### src/rtl/fifo_stream_pkg.sv
// Shared definitions for the FIFO read-side stream adapter:
// the skid buffer occupancy encoding, the fixed skid depth and the
// default word width.
package fifo_stream_pkg;

    localparam int SKID_DEPTH     = 2;
    localparam int DATA_WIDTH_DEF = 12;

    typedef enum logic [1:0] {
        OCC_EMPTY = 2'd0,
        OCC_ONE   = 2'd1,
        OCC_TWO   = 2'd2
    } occ_e;

endpackage

### src/rtl/fifo_skid_buf.sv
// Two-entry register skid buffer. The head register drives the stream data
// directly; the tail only fills while the head is stalled. Flush empties the
// buffer and wins over a simultaneous push or pop.
module fifo_skid_buf
    import fifo_stream_pkg::*;
#(
    parameter int DATA_WIDTH = DATA_WIDTH_DEF
) (
    input  logic                  clk_i,
    input  logic                  rst_n_i,
    input  logic                  flush_i,
    input  logic                  push_i,
    input  logic                  pop_i,
    input  logic [DATA_WIDTH-1:0] din_i,
    output logic [DATA_WIDTH-1:0] dout_o,
    output logic                  valid_o,
    output occ_e                  occ_o
);

    occ_e                  occ_q, occ_d;
    logic                  valid_q;
    logic [DATA_WIDTH-1:0] head_q, head_d;
    logic [DATA_WIDTH-1:0] tail_q, tail_d;

    // State register: occupancy plus a registered copy of "not empty".
    always_ff @(posedge clk_i or negedge rst_n_i) begin
        if (!rst_n_i) begin
            occ_q   <= OCC_EMPTY;
            valid_q <= 1'b0;
            head_q  <= '0;
            tail_q  <= '0;
        end else begin
            occ_q   <= occ_d;
            valid_q <= (occ_d != OCC_EMPTY);
            head_q  <= head_d;
            tail_q  <= tail_d;
        end
    end

    // Next occupancy from push/pop, with flush overriding both.
    always_comb begin
        occ_d = occ_q;
        if (flush_i) begin
            occ_d = OCC_EMPTY;
        end else begin
            case (occ_q)
                OCC_EMPTY: if (push_i) occ_d = OCC_ONE;
                OCC_ONE: begin
                    if (push_i && !pop_i)      occ_d = OCC_TWO;
                    else if (!push_i && pop_i) occ_d = OCC_EMPTY;
                end
                OCC_TWO:   if (pop_i && !push_i) occ_d = OCC_ONE;
                default:   occ_d = OCC_EMPTY;
            endcase
        end
    end

    // Data movement: the head changes only on pop or on a push into an empty buffer.
    always_comb begin
        head_d = head_q;
        tail_d = tail_q;
        if (!flush_i) begin
            case (occ_q)
                OCC_EMPTY: if (push_i) head_d = din_i;
                OCC_ONE: begin
                    if (push_i && pop_i) head_d = din_i;
                    else if (push_i)     tail_d = din_i;
                end
                OCC_TWO: begin
                    if (pop_i) begin
                        head_d = tail_q;
                        if (push_i) tail_d = din_i;
                    end
                end
                default: ;
            endcase
        end
    end

    assign dout_o  = head_q;
    assign valid_o = valid_q;
    assign occ_o   = occ_q;

    // The read-issue logic upstream must never deliver a word into a full buffer.
    a_no_overflow: assert property (@(posedge clk_i) disable iff (!rst_n_i)
        !(occ_q == OCC_TWO && push_i && !pop_i && !flush_i));

endmodule

### src/rtl/fifo_rd_stream.sv
// Read-side consumer for the asynchronous FIFO: issues FIFO reads only when
// the word returning next cycle is guaranteed a slot, and presents the words
// as a valid/ready stream through a 2-entry skid buffer.
// Optional statistics counters are enabled by defining FIFO_RD_STREAM_STATS_EN.
module fifo_rd_stream
    import fifo_stream_pkg::*;
#(
    parameter int DATA_WIDTH = DATA_WIDTH_DEF,
    parameter int SKID_DEPTH = fifo_stream_pkg::SKID_DEPTH
) (
    input  logic                  clk_i,
    input  logic                  rst_n_i,
    input  logic                  fifo_empty_i,
    input  logic [DATA_WIDTH-1:0] fifo_rdata_i,
    input  logic                  fifo_underflow_i,
    output logic                  fifo_rd_en_o,
    output logic                  m_valid_o,
    input  logic                  m_ready_i,
    output logic [DATA_WIDTH-1:0] m_data_o,
    input  logic                  flush_i,
    output logic                  err_underflow_o
`ifdef FIFO_RD_STREAM_STATS_EN
    ,
    output logic [31:0]           stat_words_o,
    output logic [31:0]           stat_stall_o
`endif
);

    if (SKID_DEPTH != 2) begin : g_bad_skid_depth
        $error("fifo_rd_stream: SKID_DEPTH must be 2");
    end

    occ_e       occ;
    logic       pop;
    logic [2:0] demand;
    logic       inflight_q, inflight_d;
    logic       err_q, err_d;

    assign pop = m_valid_o & m_ready_i;

    // Words held plus the word on its way, after this cycle's pop.
    assign demand = {1'b0, occ} + {2'b00, inflight_q} - {2'b00, pop};

    assign fifo_rd_en_o = rst_n_i & !fifo_empty_i & !flush_i & (demand < 3'd2);
    assign inflight_d   = fifo_rd_en_o;
    assign err_d        = err_q | fifo_underflow_i;

    // Track the outstanding read and the sticky underflow flag.
    always_ff @(posedge clk_i or negedge rst_n_i) begin
        if (!rst_n_i) begin
            inflight_q <= 1'b0;
            err_q      <= 1'b0;
        end else begin
            inflight_q <= inflight_d;
            err_q      <= err_d;
        end
    end

    assign err_underflow_o = err_q;

    fifo_skid_buf #(
        .DATA_WIDTH (DATA_WIDTH)
    ) u_skid (
        .clk_i   (clk_i),
        .rst_n_i (rst_n_i),
        .flush_i (flush_i),
        .push_i  (inflight_q),
        .pop_i   (pop),
        .din_i   (fifo_rdata_i),
        .dout_o  (m_data_o),
        .valid_o (m_valid_o),
        .occ_o   (occ)
    );

`ifdef FIFO_RD_STREAM_STATS_EN
    logic [31:0] words_q, words_d;
    logic [31:0] stall_q, stall_d;

    assign words_d = words_q + {31'd0, pop};
    assign stall_d = stall_q + {31'd0, m_valid_o & !m_ready_i};

    // Free-running transfer and stall counters; flush leaves them alone.
    always_ff @(posedge clk_i or negedge rst_n_i) begin
        if (!rst_n_i) begin
            words_q <= '0;
            stall_q <= '0;
        end else begin
            words_q <= words_d;
            stall_q <= stall_d;
        end
    end

    assign stat_words_o = words_q;
    assign stat_stall_o = stall_q;
`endif

endmodule

### config.mk
export PLATFORM = sky130hd
export DESIGN_NAME = fifo_rd_stream
export DESIGN_NICKNAME = d
export VERILOG_FILES = /design/src/rtl/fifo_stream_pkg.sv /design/src/rtl/fifo_skid_buf.sv /design/src/rtl/fifo_rd_stream.sv
export SDC_FILE = /design/constraint.sdc
export NUM_CORES = 1
export LEC_CHECK = 0
export CORE_MARGIN = 1
export CORE_UTILIZATION = 52
export CTS_CLUSTER_SIZE = 40
export DETAILED_ROUTE_END_ITERATION = 7
export PLACE_DENSITY = 0.83
export SYNTH_ARGS = -nofsm -noshare
export SYNTH_HDL_FRONTEND = slang
export SYNTH_SLANG_ARGS = --single-unit
### constraint.sdc
create_clock -name clk_i -period 4.4 [get_ports clk_i]
set_clock_uncertainty 0.15 [all_clocks]
set_input_delay 0.88 -clock clk_i [delete_from_list [all_inputs] [get_ports clk_i]]
set_output_delay 0.88 -clock clk_i [all_outputs]
set_load 0.01 [all_outputs]
[Word level (Yosys, flattened, before mapping)]
Cells that the tools add are included.
Operators by class
  $add $sub $neg: 2
  $lt $le $gt $ge: 1
  equal/unequal tests: 6
  mux-type cells: 14
  bitwise operators: 6
  reduce and logical (&&, ||, !) cells: 13
Operator list (number)
  12-bit two-way mux: 6
  12-bit case mux with 3 select lines: 1
  12-bit case mux with 2 select lines: 1
  2-bit two-way mux: 5
  2-bit inequality test, second input constant: 3
  2-bit case mux with 3 select lines: 1
  5-bit AND reduction: 1
  1-bit bitwise AND: 4
  1-bit zero test: 4
  4-bit AND reduction: 1
  2-bit nonzero test: 2
  2-bit by 1-bit adder with 3-bit output: 1
  1-bit logical AND: 3
  3-bit by 2-bit < comparator with 1-bit output, second input constant: 1
  3-bit nonzero test: 1
  3-bit by 1-bit subtractor with 3-bit output: 1
  2-bit by 1-bit == test with 1-bit output, second input constant: 1
  2-bit == test, second input constant: 1
  2-bit zero test: 1
  2-bit by 1-bit inequality test with 1-bit output, second input constant: 1
  1-bit NOT: 1
  1-bit OR: 1
Storage, ports and cells
  register bits: 29
  output and inout port bits: 15
  logic and storage cells: 48

[Depth between registers and ports, before layout]
  depth in word-level cells: 7
  gate-level depth with buffers: 6
  gate-level depth less buffers: 6

[Modules after synthesis]
From an unflattened synthesis, not the netlist that was laid out.
Unflattened totals
  cells, all modules: 95
  area total of the unflattened synthesis: 1397.6 um2
By module, submodules not included
  fifo_skid_buf: times used 1, cells an instance 84, area an instance 1267.5 um2
  fifo_rd_stream: times used 1, cells an instance 11, area an instance 130.1 um2

[Worst setup path before layout]
Ideal clock, no wire load.
  path kind: input port to output port
  start: input m_ready_i
  end: output fifo_rd_en_o
  arrival time: 2.221 ns
  setup slack: 1.149 ns
  stages on the path: 5
  path through: a21boi_2 o21ai_0 fa_1 nand2_1 nor4_1
Between the ends
  cells in the longest elaborated chain, start to end: 4
Ends and longest elaborated chain
  from (decl): line fifo_rd_stream.sv:18  | input logic m_ready_i,
  1-bit bitwise AND: line fifo_rd_stream.sv:39  | assign pop = m_valid_o & m_ready_i;
  3-bit by 1-bit subtractor with 3-bit output: line fifo_rd_stream.sv:42  | assign demand = {1'b0, occ} + {2'b00, inflight_q} - {2'b00, pop};
  3-bit by 2-bit < comparator with 1-bit output: line fifo_rd_stream.sv:44  | assign fifo_rd_en_o = rst_n_i & !fifo_empty_i & !flush_i & (demand < 3'd2);
  1-bit bitwise AND: line fifo_rd_stream.sv:44
  to (decl): line fifo_rd_stream.sv:16  | output logic fifo_rd_en_o,
No other way between the ends.

[Worst setup path in the final report]
Same ends and word-level chain as after synthesis.

==> results.json <==
{
  "status": "complete, no violations",
  "dr_total_vias": 910,
  "grt_max_degree": 30,
  "cts_tree": "yes",
  "cts_root_buffer": "clkbuf_4",
  "p_int_mw": 0.5036,
  "rsz0062_at_grt": "no",
  "grt_pass1_vias": 893,
  "hold_slack_ns": 0.3430,
  "end_kind": "output pin",
  "drc": 0,
  "nFillCells": 193,
  "insertion_delay_ns": 0.32,
  "n_antenna_cell": 0,
  "crit_required_ns": 3.37,
  "ys_seq_area_share_pct": 52.25,
  "die_h_um": 53.68,
  "pwr_density_cell_mw_per_mm2": 379.1,
  "gr-total-overflow": 0,
  "syn_inst": 95,
  "syn-num-nets": 114,
  "antenna_found_initial": 0,
  "drv_cap": 0,
  "arrival_ns": 2.84,
  "drt_iter0_markers": 2,
  "clock-sinks": 29,
  "path_cells": "clkdlybuf4s50_1, nand2_1, nor2_1, o21ai_0, fa_1, nand2_1, nor4_2, dlymetal6s2s_1",
  "port_buffers": 32,
  "hold_viol_final": 0,
  "final_util_pct": 71.17,
  "clk_path_buf_depth": 2,
  "final_cells": 164,
  "slew_viol_final": 0,
  "worst_setup_path_start_kind": "primary input",
  "crit_type": "primary input to output pin",
  "hold_class": "flop to flop",
  "wire_per_inst_um": 15.54,
  "io_pins": 33,
  "tightestPinTransition_ns": 0.6332,
  "drive_above_1_share_pct": 38.81,
  "detail_route.first_pass.iterations": 4,
  "cts_hold_buf": 0,
  "ys_types": 27,
  "power_switching_mw": 0.1709,
  "core_area_mm2": 0.002500,
  "slew_headroom_pct": 57.78,
  "cts_buffers": 5,
  "netlist_area_mm2": 0.001389,
  "timing.fmax_mhz": 258.1,
  "max_stage_delay_ns": 0.57,
  "cp_max_fo": 5,
  "hpwl_um": 1789,
  "syn_avg_cell_area_um2": 14.62,
  "place_congestion": 0.7543,
  "leakage_nw": 0.7683,
  "final_nets": 152,
  "place_inst": 156,
  "rows": 18,
  "grt_usage_pct": 20.80,
  "share_comb_of_total_power_pct": 27.2,
  "period_share_pct": 88.05,
  "cp_common_cell": "nand2_1",
  "clk_pin_slew_ns": 0.08,
  "finalCriticalPeriod_ns": 3.874,
  "peakVddDrop_v": 0.0002960,
  "initial_utilization_pct": 55.56,
  "p_clk_share_pct": 21.6,
  "h-tree-depth": 2,
  "power_mw": 0.6745,
  "synth_seq_cells": 29,
  "drt-vias-per-instance": 5.549,
  "final_antenna_net_count": 0,
  "syn_to_final_growth_pct": 28.11,
  "grt_pass1_wl_um": 3946,
  "yosys_warnings": 0,
  "die_w_um": 53.68,
  "cp_slowest_cell": "clkdlybuf4s50_1",
  "design.die.area_mm2": 0.002882,
  "setup_tns_ns": 0,
  "wirelength_um": 2549,
  "p_sw_share_pct": 25.34,
  "p_seq_share_pct": 51.3,
  "setup_violations": 0
}
## kinds of logic after synthesis
logic type / after synthesis / synth area share (%)
simple gates: 14 / 6.307
buf+inv: 5 / 3.693
flops: 29 / 52.25
fa+ha+maj: 1 / 1.441
compound gates: 9 / 6.487
xor+xnor: 1 / 0.6307
mux: 36 / 29.19
## worst max-delay path: cells and delay by family
family,cells,cell delay [ns]
AOI/OAI and AO/OA,1,0.12
buffers and inverters,2,0.77
and+or+nand+nor,4,0.56
adders and majority gates,1,0.51
## metrics by stage
stage | setup slack (ns) | cell area [um^2]
global route | 0.4108 | 1779
CTS | 0.04381 | 1770
floorplan | 1.149 | 1389
detailed placement | 0.05532 | 1722
global placement | 0.1680 | 1722
finish | 0.5258 | 1779
## metal layers
metal / GRT usage, % / up-vias / routed length, um
met5: 0 / - / 0
met4: 11.84 / 0 / 52
met3: 9.605 / 6 / 175
met2: 33.13 / 28 / 1243
met1: 22.68 / 450 / 1078
li1: - / 426 / -
## power by group through the flow
stage,Clock [mW],Sequential (mW),Combinational [mW]
2_1_floorplan,0,0.365,0.0625
3_3_place_gp,0,0.349,0.180
4_1_cts,0.154,0.346,0.185
6_report,0.145,0.346,0.183
3_5_place_dp,0,0.351,0.185
5_1_grt,0.169,0.353,0.197
## what timing repair did
item	4_1_cts	5_1_grt
resized for setup	0	2
endpoints found under the hold margin	0	0
buffers inserted	0	0
endpoints found under the setup margin	0	1
## sequential cells by signal, summed over array words and instances (netlist names)
register,cells
u_skid.valid_o,1
u_skid.dout_o,12
err_underflow_o,1
u_skid.tail_q,12
inflight_q,1
u_skid.occ_o,2
## layout make-up
type	count	area (um^2)	area share, %
Inverter	1	3.754	0.2110
Sequential cell	29	725.7	40.79
Tap cell	30	37.54	2.110
Multi-Input combinational cell	61	618.1	34.74
Timing Repair Buffer	35	345.3	19.41
Clock buffer	8	48.80	2.743
## layout by cell type (no fill, tap or decap), types with 2 or more instances in the layout
cell / n
buf_4: 3
clkbuf_4: 5
mux2_2: 36
clkbuf_1: 3
nor2_1: 3
dfrtp_1: 29
nand2_1: 2
clkdlybuf4s50_1: 31
## synth_stat cells, drive strengths merged
cell / n / share of area, %
xor2: 1 / 0.63
mux2: 36 / 29
or3b: 1 / 0.63
or2: 1 / 0.45
a2bb2oi: 1 / 0.63
nor2: 3 / 0.81
clkbuf: 1 / 0.99
a21oi: 1 / 0.36
inv: 1 / 0.27
fa: 1 / 1.4
nand3: 1 / 0.36
buf: 3 / 2.4
dfrtp: 29 / 52
o31a: 1 / 0.63
nor3b: 1 / 0.54
o21ai: 1 / 0.36
a32oi: 1 / 0.63
nand3b: 1 / 0.54
nand2b: 1 / 0.63
a21boi: 1 / 0.81
o32ai: 1 / 1.2
nand2: 2 / 0.54
nor4: 1 / 0.45
nand4b: 1 / 0.63
a2bb2o: 1 / 1.4
a31oi: 1 / 0.45
and2b: 1 / 0.72
## path summary, 6_finish.rpt
kind / start / to / slack [ns] / cells past startpoint
setup / recovery: m_ready_i / fifo_rd_en_o / 0.53 / 8
hold / removal: err_underflow_o$_DFF_PN0_ / err_underflow_o$_DFF_PN0_ / 0.34 / 1
setup reg to reg: u_skid.occ_o[0]$_DFF_PN0_ / u_skid.dout_o[6]$_DFFE_PN0P_ / 2.15 / 5
hold reg to reg: err_underflow_o$_DFF_PN0_ / err_underflow_o$_DFF_PN0_ / 0.34 / 1
max in group asynchronous: rst_n_i / u_skid.dout_o[7]$_DFFE_PN0P_ / 2.97 / 2
min in group asynchronous: rst_n_i / u_skid.tail_q[10]$_DFFE_PN0P_ / 0.86 / 2
Note: power is estimated with default switching activity, not from simulation.
